<file path="config.mk">
export PLATFORM = sky130hd
export DESIGN_NAME = rtc_timekeeper_flat
export DESIGN_NICKNAME = d
export VERILOG_FILES = /design/src/rtl/rtc_timekeeper_if.sv /design/src/rtl/rtc_timekeeper.sv /design/src/flat_wrapper.sv
export SDC_FILE = /design/constraint.sdc
export NUM_CORES = 1
export LEC_CHECK = 0
export BUFFER_PORTS_ARGS = -buffer_cell sky130_fd_sc_hd__buf_4
export CAP_MARGIN = 10
export CORE_MARGIN = 10
export CORE_UTILIZATION = 60
export CTS_BUF_LIST = sky130_fd_sc_hd__clkbuf_4
export DETAILED_ROUTE_END_ITERATION = 8
export GPL_ROUTABILITY_DRIVEN = 0
export PLACE_DENSITY_LB_ADDON = 0.25
export REMOVE_ABC_BUFFERS = 1
export SETUP_SLACK_MARGIN = 0.05
export SKIP_CTS_REPAIR_TIMING = 1
export SYNTH_ARGS = -nofsm -noshare
export SYNTH_HDL_FRONTEND = slang
export SYNTH_SLANG_ARGS = --single-unit
</file>
<file path="constraint.sdc">
create_clock -name clk -period 7.2 [get_ports clk]
set_input_delay 0.36 -clock clk [delete_from_list [all_inputs] [get_ports clk]]
set_output_delay 0.36 -clock clk [all_outputs]
set_load 0.05 [all_outputs]
</file>
<file path="src/rtl/rtc_timekeeper_if.sv">
// rtc_timekeeper_if: host time-set request/acknowledge bundle
//   set_req  : host request level (4-phase)
//   set_sec/set_min/set_hour/set_day : requested time, stable while set_req=1
//   set_ack  : acknowledge, held while set_req stays high
//   set_err  : 1 = request rejected, valid with set_ack
interface rtc_timekeeper_if #(parameter int DAY_W = 16);
    logic             set_req;
    logic [5:0]       set_sec;
    logic [5:0]       set_min;
    logic [4:0]       set_hour;
    logic [DAY_W-1:0] set_day;
    logic             set_ack;
    logic             set_err;
    modport master (output set_req, set_sec, set_min, set_hour, set_day, input set_ack, set_err);
    modport slave  (input set_req, set_sec, set_min, set_hour, set_day, output set_ack, set_err);
endinterface

</file>
<file path="src/rtl/rtc_timekeeper.sv">
// rtc_timekeeper: time-of-day counters, host time-set sequencer and alarm match
//   clk, rst_n  : clock, asynchronous active-low reset
//   tick        : 1 Hz one-cycle pulse from the divider
//   bus         : host time-set handshake (slave side)
//   alarm_en, alarm_sec/min/hour : live alarm compare inputs
//   alarm       : one-cycle pulse when a tick lands on the alarm time
//   sec/min/hour/day : current time, registered
module rtc_timekeeper #(
    parameter int DAY_W     = 16,
    parameter int HOURS_DAY = 24
) (
    input  logic             clk,
    input  logic             rst_n,
    input  logic             tick,
    rtc_timekeeper_if.slave  bus,
    input  logic             alarm_en,
    input  logic [5:0]       alarm_sec,
    input  logic [5:0]       alarm_min,
    input  logic [4:0]       alarm_hour,
    output logic             alarm,
    output logic [5:0]       sec,
    output logic [5:0]       min,
    output logic [4:0]       hour,
    output logic [DAY_W-1:0] day
);
    typedef enum logic [1:0] {IDLE, CHECK, APPLY, ACK} state_t;
    state_t           state, state_nx;
    logic             legal, err_q;
    logic [5:0]       ld_sec, ld_min;
    logic [4:0]       ld_hour;
    logic [DAY_W-1:0] ld_day;
    logic             sec_w, min_w, hour_w;
    logic [5:0]       sec_nx, min_nx;
    logic [4:0]       hour_nx;
    logic [DAY_W-1:0] day_nx;

    assign legal = bus.set_sec < 6'd60 && bus.set_min < 6'd60 && {1'b0, bus.set_hour} < 6'(HOURS_DAY);

    // whole carry chain resolves combinationally so a rollover takes one tick
    assign sec_w   = sec == 6'd59;
    assign min_w   = min == 6'd59;
    assign hour_w  = hour == 5'(HOURS_DAY - 1);
    assign sec_nx  = sec_w ? '0 : sec + 6'd1;
    assign min_nx  = !sec_w ? min : min_w ? '0 : min + 6'd1;
    assign hour_nx = !(sec_w && min_w) ? hour : hour_w ? '0 : hour + 5'd1;
    assign day_nx  = day + DAY_W'(sec_w && min_w && hour_w);

    always_ff @(posedge clk or negedge rst_n)
        if (!rst_n) state <= IDLE;
        else        state <= state_nx;

    always_comb begin
        state_nx = state;
        unique case (state)
            IDLE:  state_nx = bus.set_req ? CHECK : IDLE;
            CHECK: state_nx = legal ? APPLY : ACK;
            APPLY: state_nx = ACK;
            ACK:   state_nx = bus.set_req ? ACK : IDLE;
        endcase
    end

    always_comb begin
        bus.set_ack = state == ACK;
        bus.set_err = state == ACK && err_q;
    end

    // a tick during APPLY is dropped: the loaded value wins and no alarm is raised
    always_ff @(posedge clk or negedge rst_n)
        if (!rst_n) begin
            ld_sec  <= '0;
            ld_min  <= '0;
            ld_hour <= '0;
            ld_day  <= '0;
            err_q   <= 1'b0;
            sec     <= '0;
            min     <= '0;
            hour    <= '0;
            day     <= '0;
            alarm   <= 1'b0;
        end else begin
            if (state == CHECK) begin
                ld_sec  <= bus.set_sec;
                ld_min  <= bus.set_min;
                ld_hour <= bus.set_hour;
                ld_day  <= bus.set_day;
                err_q   <= !legal;
            end
            if (state == APPLY) begin
                sec  <= ld_sec;
                min  <= ld_min;
                hour <= ld_hour;
                day  <= ld_day;
            end else if (tick) begin
                sec  <= sec_nx;
                min  <= min_nx;
                hour <= hour_nx;
                day  <= day_nx;
            end
            alarm <= tick && alarm_en && state != APPLY &&
                     {hour_nx, min_nx, sec_nx} == {alarm_hour, alarm_min, alarm_sec};
        end
endmodule

</file>
<file path="src/flat_wrapper.sv">
// flat-port wrapper written by rule: the top's interface ports become plain ports
module rtc_timekeeper_flat 
#(
    parameter int DAY_W     = 16,
    parameter int HOURS_DAY = 24
)
  (clk, rst_n, tick, alarm_en, alarm_sec, alarm_min, alarm_hour, alarm, sec, min, hour, day, bus_set_req, bus_set_sec, bus_set_min, bus_set_hour, bus_set_day, bus_set_ack, bus_set_err);
  rtc_timekeeper_if #(.DAY_W(DAY_W)) bus_i ();
  input  logic clk;
  input  logic rst_n;
  input  logic tick;
  input  logic alarm_en;
  input  logic [5:0] alarm_sec;
  input  logic [5:0] alarm_min;
  input  logic [4:0] alarm_hour;
  output logic alarm;
  output logic [5:0] sec;
  output logic [5:0] min;
  output logic [4:0] hour;
  output logic [DAY_W-1:0] day;
  input wire logic [$bits(bus_i.set_req)-1:0] bus_set_req;
  input wire logic [$bits(bus_i.set_sec)-1:0] bus_set_sec;
  input wire logic [$bits(bus_i.set_min)-1:0] bus_set_min;
  input wire logic [$bits(bus_i.set_hour)-1:0] bus_set_hour;
  input wire logic [$bits(bus_i.set_day)-1:0] bus_set_day;
  output wire logic [$bits(bus_i.set_ack)-1:0] bus_set_ack;
  output wire logic [$bits(bus_i.set_err)-1:0] bus_set_err;
  assign bus_i.set_req = bus_set_req;
  assign bus_i.set_sec = bus_set_sec;
  assign bus_i.set_min = bus_set_min;
  assign bus_i.set_hour = bus_set_hour;
  assign bus_i.set_day = bus_set_day;
  assign bus_set_ack = bus_i.set_ack;
  assign bus_set_err = bus_i.set_err;
  rtc_timekeeper #(.DAY_W(DAY_W), .HOURS_DAY(HOURS_DAY)) u_core (.clk(clk), .rst_n(rst_n), .tick(tick), .bus(bus_i), .alarm_en(alarm_en), .alarm_sec(alarm_sec), .alarm_min(alarm_min), .alarm_hour(alarm_hour), .alarm(alarm), .sec(sec), .min(min), .hour(hour), .day(day));
endmodule
</file>
* After elaboration in Yosys (flattened, before gate mapping)
Cells that the tools add are included.
** Storage, ports and cells
- Bits in registers :: 70
- Input port bits :: 55
- Output and inout bits :: 36
- Word-level logic and storage cells :: 54
** Cells by class
- Add/sub/neg operators :: 4
- $lt $le $gt $ge :: 3
- Eq/ne operators :: 8
- Muxes and demuxes :: 17
- Reductions and logical operators :: 11
** Operators by type and width (number)
- 6-bit two-way mux :: 7
- 16-bit two-way mux :: 2
- 5-bit two-way mux :: 4
- 17-bit equality test :: 1
- 16-bit by 1-bit adder with 16-bit output :: 1
- 6-bit by 1-bit adder with 6-bit output, second input constant :: 2
- 6-bit equality test, second input constant :: 2
- 6-bit < comparator, second input constant :: 2
- 1-bit logical AND :: 8
- 2-bit case mux with 4 select lines :: 1
- 5-bit by 1-bit adder with 5-bit output, second input constant :: 1
- 5-bit equality test, second input constant :: 1
- 5-bit < comparator, second input constant :: 1
- 2-bit equality test, second input constant :: 2
- 2-bit by 1-bit equality test with 1-bit output, second input constant :: 1
- 2-bit logical NOT :: 1
- 1-bit two-way mux :: 2
- 2-bit two-way mux :: 1
- 2-bit inequality test, second input constant :: 1
- 2-bit nonzero test :: 1
- 1-bit logical NOT :: 1

* Logic depth before layout (Yosys ltp)
- Depth in word-level cells :: 6
- Gate-level depth with buffers :: 13
- Depth with buffers taken out :: 11

* Least setup slack after synthesis
OpenSTA, ideal clock, no wires.
- Path type :: register to register
- Start :: register u_core.sec[0]
- End :: register u_core.day[13]
- Setup time :: 0.083 ns
- Arrival time :: 2.894 ns
- Required time :: 7.117 ns
- Slack :: 4.224 ns
- Cell stages (with the launch flop) :: 14
- Path buffers :: 2
- Period minus slack after synthesis :: 2.976 ns
- Path through :: dfrtp_1 -> ha_1 -> buf_2 -> and3b_1 -> clkbuf_1 -> nand4_1 -> nor2_1 -> ha_1 -> nand4_1 -> nor3_1 -> and2_1 -> nand3_1 -> xor2_1 -> o21ai_0
** On the way
- Word-level cells in the longest chain between the ends :: 6
** RTL lines
- from (decl) :: RTL line rtc_timekeeper.sv:21 : output logic [5:0] sec,
- from (signal assigned) :: RTL line rtc_timekeeper.sv:89 : sec <= ld_sec;
- from (signal assigned) :: RTL line rtc_timekeeper.sv:94 : sec <= sec_nx;
- 6-bit equality test :: RTL line rtc_timekeeper.sv:40 : assign sec_w = sec == 6'd59;
- 1-bit logical AND (2 in a row) :: RTL line rtc_timekeeper.sv:46 : assign day_nx = day + DAY_W'(sec_w && min_w && hour_w);
- 16-bit by 1-bit adder with 16-bit output :: RTL line rtc_timekeeper.sv:46
- 16-bit two-way mux :: RTL line rtc_timekeeper.sv:93 : end else if (tick) begin
- 16-bit two-way mux :: RTL line rtc_timekeeper.sv:88 : if (state == APPLY) begin
- to (signal assigned) :: RTL line rtc_timekeeper.sv:92 : day <= ld_day;
- to (signal assigned) :: RTL line rtc_timekeeper.sv:97 : day <= day_nx;
- to (decl) :: RTL line rtc_timekeeper.sv:24 : output logic [DAY_W-1:0] day
No other way between the ends. The select of a mux whose other input is x is not followed.
A chain may end at the register's enable or synchronous reset.

* Final worst setup path
Same ends and word-level chain as after synthesis.

==> run_results.csv <==
group,metric,value,unit
timing,finalSetupViolCount,0,
synthesis,ys_seq_area_share,44.6,%
layout,stdcell_count,561,
timing,finalCritPeriodShare,44.0,%
setup_path,arrival,3460,ps
timing,fmax,316,MHz
setup_path,slowest_delay,480,ps
route,ant_nets,0,
setup_path,slowest_stage,"dfrtp_1",
floorplan,core_area,6350,sq um
setup_path,cp-start-kind,"flop",
timing,tightest_slew,1020,ps
clock_network,tritoncts,"built",
timing,hold_viol,0,
placed_design,hpwl,7120,microns
placed_design,dp_cells,545,
timing,finClkSkew,14.5,ps
clock_network,clock-sinks,70,
synthesis,async_reset_ff_share,100,%
layout,fill_cells,481,
timing,period_needed,3160,ps
floorplan,die_x,101,microns
route,wire_per_inst,17.3,microns
synthesis,synth_top_area_cell,"dfrtp_1",
setup_path,crit_type,"reg -> reg",
placed_design,port_buffers,90,
floorplan,start_util,61.8,%
route,wirelength,9710,microns
synthesis,netlist_area,3920,sq um
setup_path,crit_family,"simple AND/OR/NAND/NOR gates",
route,via_per_inst,5.86,
timing,drv_slew,0,
clock_network,cts_root_buffer,"clkbuf_4",
power_and_ir_drop,power.density,469,nW/um^2
clock_network,cts-htree-levels,3,
placed_design,placed_area,4610,sq um
run,max_cap_viol_count,0,
layout,regArea,1750,sq um
timing,slew_headroom,31.8,%
floorplan,die_area,10200,sq um
power_and_ir_drop,vdd_drop_max,343,uV
floorplan,num_rows,29,
synthesis,synthFlopType,"dfrtp_1",
synthesis,synthDistinctLibCells,57,
synthesis,synth.top_cell.area_share,44.6,%
layout,multi_input_area,2060,sq um
grt,grt_overflow,0,
setup_path,path_depth,11,
setup_path,cp_cell_sequence,"ha_1 > and3b_1 > nand4_1 > nor2_1 > ha_1 > nand4_1 > nor3_1 > and2_1 > nand3_1 > xor2_1 > o21ai_0",
timing,tns,0,ps
grt,grt_pass1_wl,16200,microns
floorplan,io_pins,91,
setup_path,cp.buffers_inverters,0,
timing,rsz0062_at_grt,"no",
floorplan,die_h,101,microns
synthesis,yosysWarnings,0,
synthesis,synth_edf_count,0,
synthesis,ys_ff_latch,70,
grt,grtUsageTotal,19.5,%
synthesis,synth_area_per_cell,9.81,sq um
hold_path,hold_path_class,"in -> async",
synthesis,syn_inst,400,
grt,grt_max_degree,71,
layout,area_growth,22.0,%
route,drc,0,
setup_path,cp.required,7500,ps
synthesis,netlist_top_cells_area,"dfrtp_1 45%, mux2_2 9.5%, nand2_1 5.4%",
route,drtPass1Iterations,5,
setup_path,cp_max_fo,10,
outcome,run_status,"finished, final reports clean",
grt,antenna_found_initial,0,
route,vias,3289,
layout,diodes,0,
setup_path,rr_worst_depth,11,
layout,drive_gt1_share,30.2,%
layout,fin_area,4790,sq um
setup_path,cp-end-kind,"flop",
route,first_iter_violations,191,
power_and_ir_drop,leakagePower,0.00209,uW
layout,final_nets,539,
clock_network,insertion_delay,420,ps
grt,grt_pass1_vias,3453,
clock_network,numCtsBuffers,9,
clock_network,cts_max_path_buffers,2,
power_and_ir_drop,finalPower,2250,uW
clock_network,clkTransAtPathRegs,130,ps
==> path summary, 6_finish.rpt <==
path                                  start  slack [ps]           endpoint
max in group asynchronous             rst_n        6600   u_core.ld_min[1]
max reg2reg                   u_core.sec[0]        4040     u_core.day[13]
min in group clk            bus_set_day[11]         160  u_core.ld_day[11]
min                                   rst_n          30   u_core.ld_day[3]
max                           u_core.sec[0]        4040     u_core.day[13]
min reg2reg                u_core.ld_min[1]         480      u_core.min[1]
==> routing by layer <==
layer  up-vias  routed length (microns)  global-route usage, %
met5         -                        0                      0
met4         0                      165                   7.17
met3        19                      874                   7.82
met2       129                     4700                   30.9
met1      1552                     3970                   23.2
li1       1589                        -                      -
==> synthesized netlist by cell type (4+ instances only) <==
cell type,count
dfrtp_1,70
o21ai_1,6
mux2i_1,11
a21oi_1,14
o21ai_0,30
nand2_1,56
nor2_1,13
ha_1,5
mux2_2,33
and3_1,6
nor3_1,8
xnor2_1,12
nor4_1,4
nor2b_1,7
clkbuf_1,14
o31ai_1,4
buf_2,8
nand4_1,9
xor2_1,17
inv_1,6
nand3_1,13
and2_1,6
==> cell type report <==
class,count,area share (%)
Clock buffer,9,1.41
Clock inverter,7,2.20
Timing Repair Buffer,91,14.3
Sequential cell,70,36.6
Multi-Input combinational cell,301,43.0
Inverter,6,0.470
Tap cell,77,2.01
==> power breakdown <==
group / switching (uW) / total (uW) / internal, uW
logic: 698 / 1140 / 444
clock network: 157 / 303 / 146
registers: 213 / 801 / 587
==> per-stage QoR <==
| step | hold WS [ps] | worst slack [ps] | util [%] |
|---|---|---|---|
| after floorplan | 64.4 | 4300 | - |
| after global placement | 458 | 4330 | 72.7 |
| after detailed placement | 464 | 4110 | 72.7 |
| after CTS | 36.7 | 4100 | 75.4 |
| after global routing | 60.4 | 3790 | 75.4 |
| final | 30.7 | 4040 | 75.4 |
==> registers in the layout (all words and copies together), names as in the netlist <==
signal          cells
u_core.ld_sec       6
u_core.err_q        1
u_core.state        2
u_core.day         16
u_core.ld_min       6
u_core.hour         5
u_core.alarm        1
u_core.ld_day      16
u_core.min          6
u_core.sec          6
u_core.ld_hour      5
==> kinds of logic (layout without fill, tap and decap cells) <==
| family | Yosys count | count (layout) | share of synthesized area (%) |
|---|---|---|---|
| AO/OA/AOI/OAI | 82 | 82 | 13.2 |
| AND/OR/NAND/NOR | 141 | 141 | 18.8 |
| XOR/XNOR | 29 | 29 | 6.47 |
| multiplexers | 44 | 44 | 12.3 |
| adder cells (fa/ha/maj) | 5 | 5 | 1.59 |
| buffers and inverters | 29 | 113 | 3.03 |
| flip-flops | 70 | 70 | 44.6 |
==> layout by cell type (no fill, tap or decap), types with 11 or more instances in the layout <==
master / synthesis / layout
buf_4: 0 / 91
nand3_1: 13 / 13
mux2_2: 33 / 33
dfrtp_1: 70 / 70
nor2_1: 13 / 13
nand2_1: 56 / 56
xnor2_1: 12 / 12
o21ai_0: 30 / 30
mux2i_1: 11 / 11
a21oi_1: 14 / 14
xor2_1: 17 / 17
Power figures use the tool's default switching activity.
